## src/rtl/orbit_word_arbiter.sv

```systemverilog
// Round-robin arbiter that shares one pipelined word-buffer read port among the frame formers.
// Each requester holds one pending read. Returned words are routed back by a tag pipe.
module orbit_word_arbiter #(
  parameter int N_REQ  = 5,
  parameter int AW     = 11,
  parameter int DW     = 12,
  parameter int RD_LAT = 2
) (
  input  logic                clk,
  input  logic                reset,
  input  logic [N_REQ-1:0]    req_pulse,
  input  logic [N_REQ*AW-1:0] req_addr,
  output logic                mem_rd,
  output logic [AW-1:0]       mem_addr,
  input  logic [DW-1:0]       mem_data,
  output logic [N_REQ*DW-1:0] word_out,
  output logic [N_REQ-1:0]    word_valid,
  output logic [N_REQ-1:0]    overrun,
  input  logic                overrun_clr,
  output logic                busy
);

  localparam int PW = (N_REQ > 1) ? $clog2(N_REQ) : 1;

  logic [N_REQ-1:0]  pending_r;
  logic [AW-1:0]     addr_q_r [N_REQ];
  logic [PW-1:0]     ptr_r;
  logic [PW-1:0]     rd_tag_r;
  logic [RD_LAT-1:0] pipe_vld_r;
  logic [PW-1:0]     pipe_tag_r [RD_LAT];
  logic              grant_vld_s;
  logic [PW-1:0]     grant_idx_s;
  logic [N_REQ-1:0]  grant_mask_s;
  logic [N_REQ-1:0]  ov_set_s;

  // Circular index: wraps at N_REQ, not at the next power of two.
  function automatic logic [PW-1:0] wrap_idx(input logic [PW-1:0] base, input int off);
    int sum;
    sum = int'(base) + off;
    if (sum >= N_REQ) begin
      sum = sum - N_REQ;
    end else begin
      sum = sum;
    end
    return PW'(sum);
  endfunction

  // First pending requester at or after ptr; scanning backwards lets the nearest one win.
  always_comb begin
    grant_vld_s = 1'b0;
    grant_idx_s = '0;
    for (int k = N_REQ - 1; k >= 0; k--) begin
      if (pending_r[wrap_idx(ptr_r, k)]) begin
        grant_vld_s = 1'b1;
        grant_idx_s = wrap_idx(ptr_r, k);
      end else begin
      end
    end
  end

  // One-hot view of this cycle's grant.
  always_comb begin
    grant_mask_s = '0;
    if (grant_vld_s) begin
      grant_mask_s[grant_idx_s] = 1'b1;
    end else begin
      grant_mask_s = '0;
    end
  end

  // A pulse on a requester that is pending and not being granted drops its older request.
  assign ov_set_s = req_pulse & pending_r & ~grant_mask_s;

  // Request capture, grant issue, tag pipe and word return.
  always_ff @(posedge clk) begin
    if (reset) begin
      pending_r  <= '0;
      ptr_r      <= '0;
      mem_rd     <= 1'b0;
      mem_addr   <= '0;
      rd_tag_r   <= '0;
      pipe_vld_r <= '0;
      word_out   <= '0;
      word_valid <= '0;
      overrun    <= '0;
      busy       <= 1'b0;
      for (int i = 0; i < N_REQ; i++) begin
        addr_q_r[i] <= '0;
      end
      for (int i = 0; i < RD_LAT; i++) begin
        pipe_tag_r[i] <= '0;
      end
    end else begin
      mem_rd <= grant_vld_s;
      if (grant_vld_s) begin
        mem_addr <= addr_q_r[grant_idx_s];
        rd_tag_r <= grant_idx_s;
        ptr_r    <= (grant_idx_s == PW'(N_REQ - 1)) ? '0 : grant_idx_s + PW'(1);
      end else begin
        ptr_r <= ptr_r;
      end

      pipe_vld_r[0] <= mem_rd;
      pipe_tag_r[0] <= rd_tag_r;
      for (int i = 1; i < RD_LAT; i++) begin
        pipe_vld_r[i] <= pipe_vld_r[i-1];
        pipe_tag_r[i] <= pipe_tag_r[i-1];
      end

      word_valid <= '0;
      for (int i = 0; i < N_REQ; i++) begin
        if (pipe_vld_r[RD_LAT-1] && (pipe_tag_r[RD_LAT-1] == PW'(i))) begin
          word_valid[i]          <= 1'b1;
          word_out[i*DW +: DW]   <= mem_data;
        end else begin
          word_valid[i] <= 1'b0;
        end
      end

      // A new pulse re-arms pending even when the same requester is granted this cycle.
      for (int i = 0; i < N_REQ; i++) begin
        if (req_pulse[i]) begin
          pending_r[i] <= 1'b1;
          addr_q_r[i]  <= req_addr[i*AW +: AW];
        end else if (grant_mask_s[i]) begin
          pending_r[i] <= 1'b0;
        end else begin
          pending_r[i] <= pending_r[i];
        end
      end

      overrun <= overrun_clr ? ov_set_s : (overrun | ov_set_s);
      busy    <= (|pending_r) | mem_rd | (|pipe_vld_r);
    end
  end

endmodule
```

## config.mk

```make
export PLATFORM = sky130hd
export DESIGN_NAME = orbit_word_arbiter
export DESIGN_NICKNAME = d
export VERILOG_FILES = /design/src/rtl/orbit_word_arbiter.sv
export SDC_FILE = /design/constraint.sdc
export NUM_CORES = 1
export LEC_CHECK = 0
export CAP_MARGIN = 30
export CORE_AREA = 2 2 122 124
export CTS_CLUSTER_DIAMETER = 100
export DETAILED_ROUTE_END_ITERATION = 8
export DIE_AREA = 0 0 124 126
export PLACE_DENSITY_LB_ADDON = 0.3
export SKIP_LAST_GASP = 1
export SLEW_MARGIN = 20
export SYNTH_ARGS = -nofsm -noshare
export SYNTH_HDL_FRONTEND = slang
export SYNTH_SLANG_ARGS = --single-unit
export TNS_END_PERCENT = 30
```

## constraint.sdc

```tcl
create_clock -name clk -period 5.4 [get_ports clk]
set_clock_uncertainty 0.15 [all_clocks]
set_input_delay 0.54 -clock clk [delete_from_list [all_inputs] [get_ports clk]]
set_output_delay 0.54 -clock clk [all_outputs]
set_load 0.01 [all_outputs]
```

### Word level (Yosys, flattened, before mapping)

Memory sizes are Yosys's and may differ from the RTL's. A register that Yosys moved wholly into a read port is not among the register bits.
Cells that the tools add are included.

| word-level totals | value |
|---|---|
| output and inout bits | 83 |
| memories kept | 2 |
| bits in registers | 85 |
| memory bits (read-only) | 0 |
| input bits | 75 |
| RAM bits | 61 |
| bits in latches | 0 |
| logic and storage cells | 143 |

Memories:

| name | words | width | read ports | clocked after memory_dff | wr ports | line | source |
|---|---|---|---|---|---|---|---|
| addr_q_r | 5 | 11 | 1 | 1 | 5 | 26 | `logic [AW-1:0] addr_q_r [N_REQ];` |
| pipe_tag_r | 2 | 3 | 2 | 0 | 2 | 30 | `logic [PW-1:0] pipe_tag_r [RD_LAT];` |

| operators by class | value |
|---|---|
| equality and inequality tests | 5 |
| add/subtract/negate cells | 10 |
| order comparisons | 12 |
| shift-type cells | 0 |
| reduce and logical (&&, ||, !) cells | 14 |
| bitwise gates (word level) | 13 |
| muxes and demuxes | 70 |
| div/mod/pow operators | 0 |
| multipliers | 0 |

Operator list:

| cell | number |
|---|---|
| 11-bit 2-to-1 mux | 5 |
| 1-bit 2-to-1 mux | 44 |
| 3-bit 2-to-1 mux | 13 |
| 3-bit by 4-bit less-than comparator with 1-bit output, second input constant | 6 |
| 4-bit by 3-bit greater-or-equal comparator with 1-bit output, second input constant | 4 |
| 1-bit binary-select mux with 3-bit select | 5 |
| 3-bit subtractor, second input constant | 5 |
| 5-bit bitwise AND | 2 |
| 5-bit 2-to-1 mux | 2 |
| 2-bit nonzero test | 5 |
| 1-bit OR | 9 |
| 3-bit by 2-bit adder with 4-bit output, second input constant | 2 |
| 3-bit by 2-bit equality test with 1-bit output, second input constant | 2 |
| 3-bit equality test, second input constant | 2 |
| 1-bit logical AND | 6 |
| 5-bit NOT | 1 |
| 5-bit OR | 1 |
| 5-bit OR reduction | 1 |
| 3-bit by 1-bit adder with 4-bit output, second input constant | 1 |
| 3-bit by 3-bit adder with 4-bit output, second input constant | 1 |
| 3-bit by 1-bit adder with 3-bit output, second input constant | 1 |
| 1-bit demux with 3-bit select | 1 |
| 3-bit by 1-bit equality test with 1-bit output, second input constant | 1 |
| 3-bit by 1-bit greater-or-equal comparator with 1-bit output, second input constant | 1 |
| other kinds (3) | 3 |

### Depth between registers and ports, before layout

| depth | value |
|---|---|
| word-level depth | 19 |
| gate-level depth with buffers | 17 |
| mapped depth without buffers | 16 |

### Worst setup path before layout

Ideal clock, no wire load.

| path | value |
|---|---|
| path kind | reg-to-reg |
| from | register ptr_r[1] |
| to | register ptr_r[2] |
| path buffers | 3 |
| stages on the path, launching flop included | 18 |
| setup time | 0.128 ns |
| clock period less this slack | 4.009 ns |
| setup slack | 1.391 ns |
| arrival time | 3.732 ns |
| data required time | 5.122 ns |
| path through | dfxtp_1 -> clkbuf_1 -> inv_1 -> ha_1 -> ha_1 -> buf_2 -> xor2_1 -> or4_1 -> a32oi_1 -> a211oi_1 -> o311ai_4 -> o211ai_4 -> inv_6 -> buf_6 -> ha_1 -> inv_1 -> a222oi_1 -> nor2_1 |

| between the ends | value |
|---|---|
| cells in the longest elaborated chain, start to end | 12 |
| elaborated cells on any way between the ends | 42 |

Ends and longest elaborated chain:

| item | line | source |
|---|---|---|
| from (decl) | 27 | `logic [PW-1:0] ptr_r;` |
| from (signal assigned) | 98 | `ptr_r <= (grant_idx_s == PW'(N_REQ - 1)) ? '0 : grant_idx_s + PW'(1);` |
| from (signal assigned) | 100 | `ptr_r <= ptr_r;` |
| 3-bit by 3-bit adder with 4-bit output | 39 | `sum = int'(base) + off;` |
| 4-bit by 3-bit greater-or-equal comparator with 1-bit output / 3-bit subtractor (equally long branches) | 40, 41 |  |
| 3-bit 2-to-1 mux | 40 | `if (sum >= N_REQ) begin` |
| 1-bit binary-select mux with 3-bit select | 53 | `if (pending_r[wrap_idx(ptr_r, k)]) begin` |
| 1-bit 2-to-1 mux (not written as such) | 53 |  |
| 3-bit 2-to-1 mux (5 in series) | 53 |  |
| 3-bit by 1-bit adder with 3-bit output / 3-bit equality test (equally long branches) | 98 |  |
| 3-bit 2-to-1 mux | 98 |  |

Several ways; a longest one is shown, not always the timed one. The select of a mux whose other input is x is not followed.
A chain may end at the register's enable or synchronous reset.

### Worst setup path after layout

| path | value |
|---|---|
| from | register ptr_r[2] |
| to | register ptr_r[2] |

Same word-level chain as after synthesis.

==> flow_summary.toml <==
[clocking]
cts_root_buffer = "clkbuf_16"
clockBufferDepth = 2
ctsHoldBuffers = 0
htreeDepth = 4
cts_buffers = 17
cts.sinks = 157
post_cts_resized = 0
clkSlewWorstSetupHoldPaths_ps = 60
clkLatencyLatePin_ps = 420
post_cts_buffers = 0
cts_tree = "built"

[placement]
placedCellCount = 1070
dp_hpwl_um = 13300
place_area_mm2 = 0.00884
io_buffers = 157
place_congestion = 0.940

[floorplan]
die_h_um = 126
start_util_pct = 50.3
core_mm2 = 0.0143
io_pins = 158
dieArea_mm2 = 0.0156
die_x_um = 124
num_rows = 44

[power]
p_per_area_mw_per_mm2 = 525
power_leakage_nw = 3.46
finalPower_mw = 4.96
p_sw_share_pct = 38.6
pwr-share-clk_pct = 24.5
ir_worst_vdd_mv = 0.474
p_comb_share_pct = 45.9
p_seq_share_pct = 29.6
p_int_mw = 3.05
p_sw_mw = 1.91

[route]
vias_per_cell = 5.48
post_drt_wl_per_cell_um = 17.4
vias = 6040
drc = 0
ant_nets = 0
wl_um = 19100
drt_iter0_drc = 425
first_pass_iters = 7

[final_layout]
diodes = 0
final_common_cell = "clkdlybuf4s50_1"
synthToLayoutAreaGrowth_pct = 31.0
fin_cells = 1102
layout.cell_area.non_filler_mm2 = 0.00944
layout_common_cells = "clkdlybuf4s50_1, nand2_1, dfxtp_1"
fin_nets = 990
drive_gt1_share_pct = 6.54

[worst_setup_path]
path_buf_inv = 3
arrival_ps = 4370
path_delay_family = "compound AO/OA/AOI/OAI gates"
cp_data_required_time_ps = 5520
cp_cell_sequence = "inv_1 -> ha_1 -> a211oi_1 -> or4_1 -> a32oi_1 -> a211oi_1 -> o311ai_4 -> o211ai_4 -> inv_6 -> ha_1 -> inv_1 -> a222oi_1 -> nor2_1"
worst-path-max-fanout = 26
cp_slowest_cell = "dfxtp_1"
crit_path_end_kind = "flop"
cp-start-kind = "flop"
cpPeakStageDelay_ps = 730
critical_path_class = "flop to flop"

[synthesis]
ys_seq_area_share_pct = 51.2
syn_area_mm2 = 0.00721
synth_cell_types = 74
async_flop_share_pct = 0
syn_nets = 856
synth.avg_cell_area_um2 = 9.35
yosysWarnings = 0
synth_top_flop_cell = "dfxtp_1"
ys_seq_elements = 157
synth_cells = 771
synth_edf_count = 55

[sta]
fin_crit_sh_pct = 78.8
finalCriticalPeriod_ps = 4250
worst_slew_pin_slew_ps = 941
hold_violations = 0
rsz0062_at_grt = "no"
setup_viol = 0
hold_slack_ps = 285
drv_slew = 0
slew_headroom_pct = 37.3
max_freq_mhz = 235
tns_ps = 0

[global_route]
grt_pass1_vias = 5698
grt_usage_pct = 24.9
antenna_found_initial = 0
overflow = 0
grt_pass1_wl_um = 29700
grt_max_degree = 93

[hold_path]
hold_path.class = "flop to flop"

[job]
maxCapViolCount = 0

[status]
status = "finished, final reports clean"
## sequential cells by signal, indices dropped and copies added, names as in the netlist
register    flops
mem_rd          1
addr_q_r       55
ptr_r           3
pipe_tag_r      6
mem_addr       11
rd_tag_r        3
pending_r       5
busy            1
overrun         5
word_out       60
word_valid      5
pipe_vld_r      2
## routing by layer
metal  track usage [%]  vias up  part of all wire, %
li1                  -     2984                    -
met1              32.7     2768                   43
met2              40.1      253                   48
met3              5.25       35                  6.8
met4              9.85        0                  2.6
met5                 0        -                    0
## synthesized netlist by cell type (2+ instances only)
master | instances | area (um^2)
a2111o_1 | 2 | 22.5
a211o_1 | 3 | 26.3
a211oi_1 | 8 | 60.1
a21boi_0 | 2 | 15.0
a21o_1 | 6 | 45.0
a21oi_1 | 90 | 450
a221o_1 | 2 | 20.0
a22oi_1 | 2 | 15.0
a31o_2 | 4 | 35.0
a31oi_1 | 11 | 68.8
a32oi_1 | 2 | 17.5
and2_1 | 56 | 350
and3_1 | 4 | 25.0
buf_1 | 2 | 7.51
buf_2 | 10 | 50.1
clkbuf_1 | 36 | 135
dfxtp_1 | 102 | 2040
edfxtp_1 | 55 | 1650
ha_1 | 9 | 113
inv_1 | 17 | 63.8
mux2_1 | 7 | 78.8
mux2_2 | 4 | 45.0
mux2i_1 | 16 | 160
nand2_1 | 153 | 574
nand2b_1 | 5 | 31.3
nand3_1 | 11 | 55.1
nand3b_1 | 4 | 30.0
nand4_1 | 2 | 12.5
nor2_1 | 26 | 97.6
nor2b_1 | 17 | 106
nor3_1 | 6 | 30.0
nor4_1 | 5 | 31.3
nor4b_1 | 2 | 17.5
o211ai_1 | 5 | 37.5
o21ai_0 | 21 | 105
o22ai_1 | 3 | 18.8
o311a_1 | 2 | 20.0
o31ai_1 | 6 | 45.0
or2_1 | 2 | 12.5
or2_2 | 4 | 25.0
or3_1 | 13 | 81.3
or4_1 | 2 | 15.0
## path summary, 6_finish.rpt
check	start	endpoint	slack, ps	cells after the start
setup reg to reg	ptr_r[2]$_SDFFE_PP0P_	ptr_r[2]$_SDFFE_PP0P_	1150	13
setup / recovery	ptr_r[2]$_SDFFE_PP0P_	ptr_r[2]$_SDFFE_PP0P_	1150	13
hold / removal	pipe_tag_r[0][1]$_SDFF_PP0_	pipe_tag_r[0][4]$_SDFF_PP0_	290	1
hold reg to reg	pipe_tag_r[0][1]$_SDFF_PP0_	pipe_tag_r[0][4]$_SDFF_PP0_	290	1
## power groups by stage
stage	combinational, mW	clock, mW	sequential [mW]
detailed placement	2.23	0	1.49
CTS	2.26	1.22	1.47
finish	2.27	1.21	1.47
global placement	2.24	0	1.49
floorplan	1.70	0	1.47
global route	2.49	1.27	1.48
## through the flow
step	util, %	setup WS (ps)
2_1_floorplan	-	1390
6_report	66.0	1150
4_1_cts	66.0	1210
3_3_place_gp	61.8	1330
5_1_grt	66.0	911
3_5_place_dp	61.8	1230
## kinds of logic after synthesis
| family | after synthesis | share of synthesized area [%] |
|---|---|---|
| xor gates and xnor gates | 2 | 0.243 |
| muxes | 28 | 4.31 |
| buffers and inverters | 71 | 4.32 |
| DFF | 157 | 51.2 |
| adders and majority gates | 10 | 1.84 |
| AOI/OAI and AO/OA | 186 | 16.6 |
| and+or+nand+nor | 317 | 21.4 |
## area by class of cell
type                       count  area, um^2
tap                          184         230
inverter                      20        80.1
sequential                   157        3690
timing repair buffer         166        1630
fill                        1153        4870
multi-input combinational    543        3210
clock buffer                  20         437
clock inverter                12         160
## worst register-to-register path, delay by kind of cell (launching register included)
family	cells	cell delay (ps)
AO/OA/AOI/OAI	6	1390
adder cells (fa/ha/maj)	2	770
buffers and inverters	3	500
flip-flops	1	730
AND/OR/NAND/NOR	2	580
No activity file was read; power rests on OpenSTA's default activity.
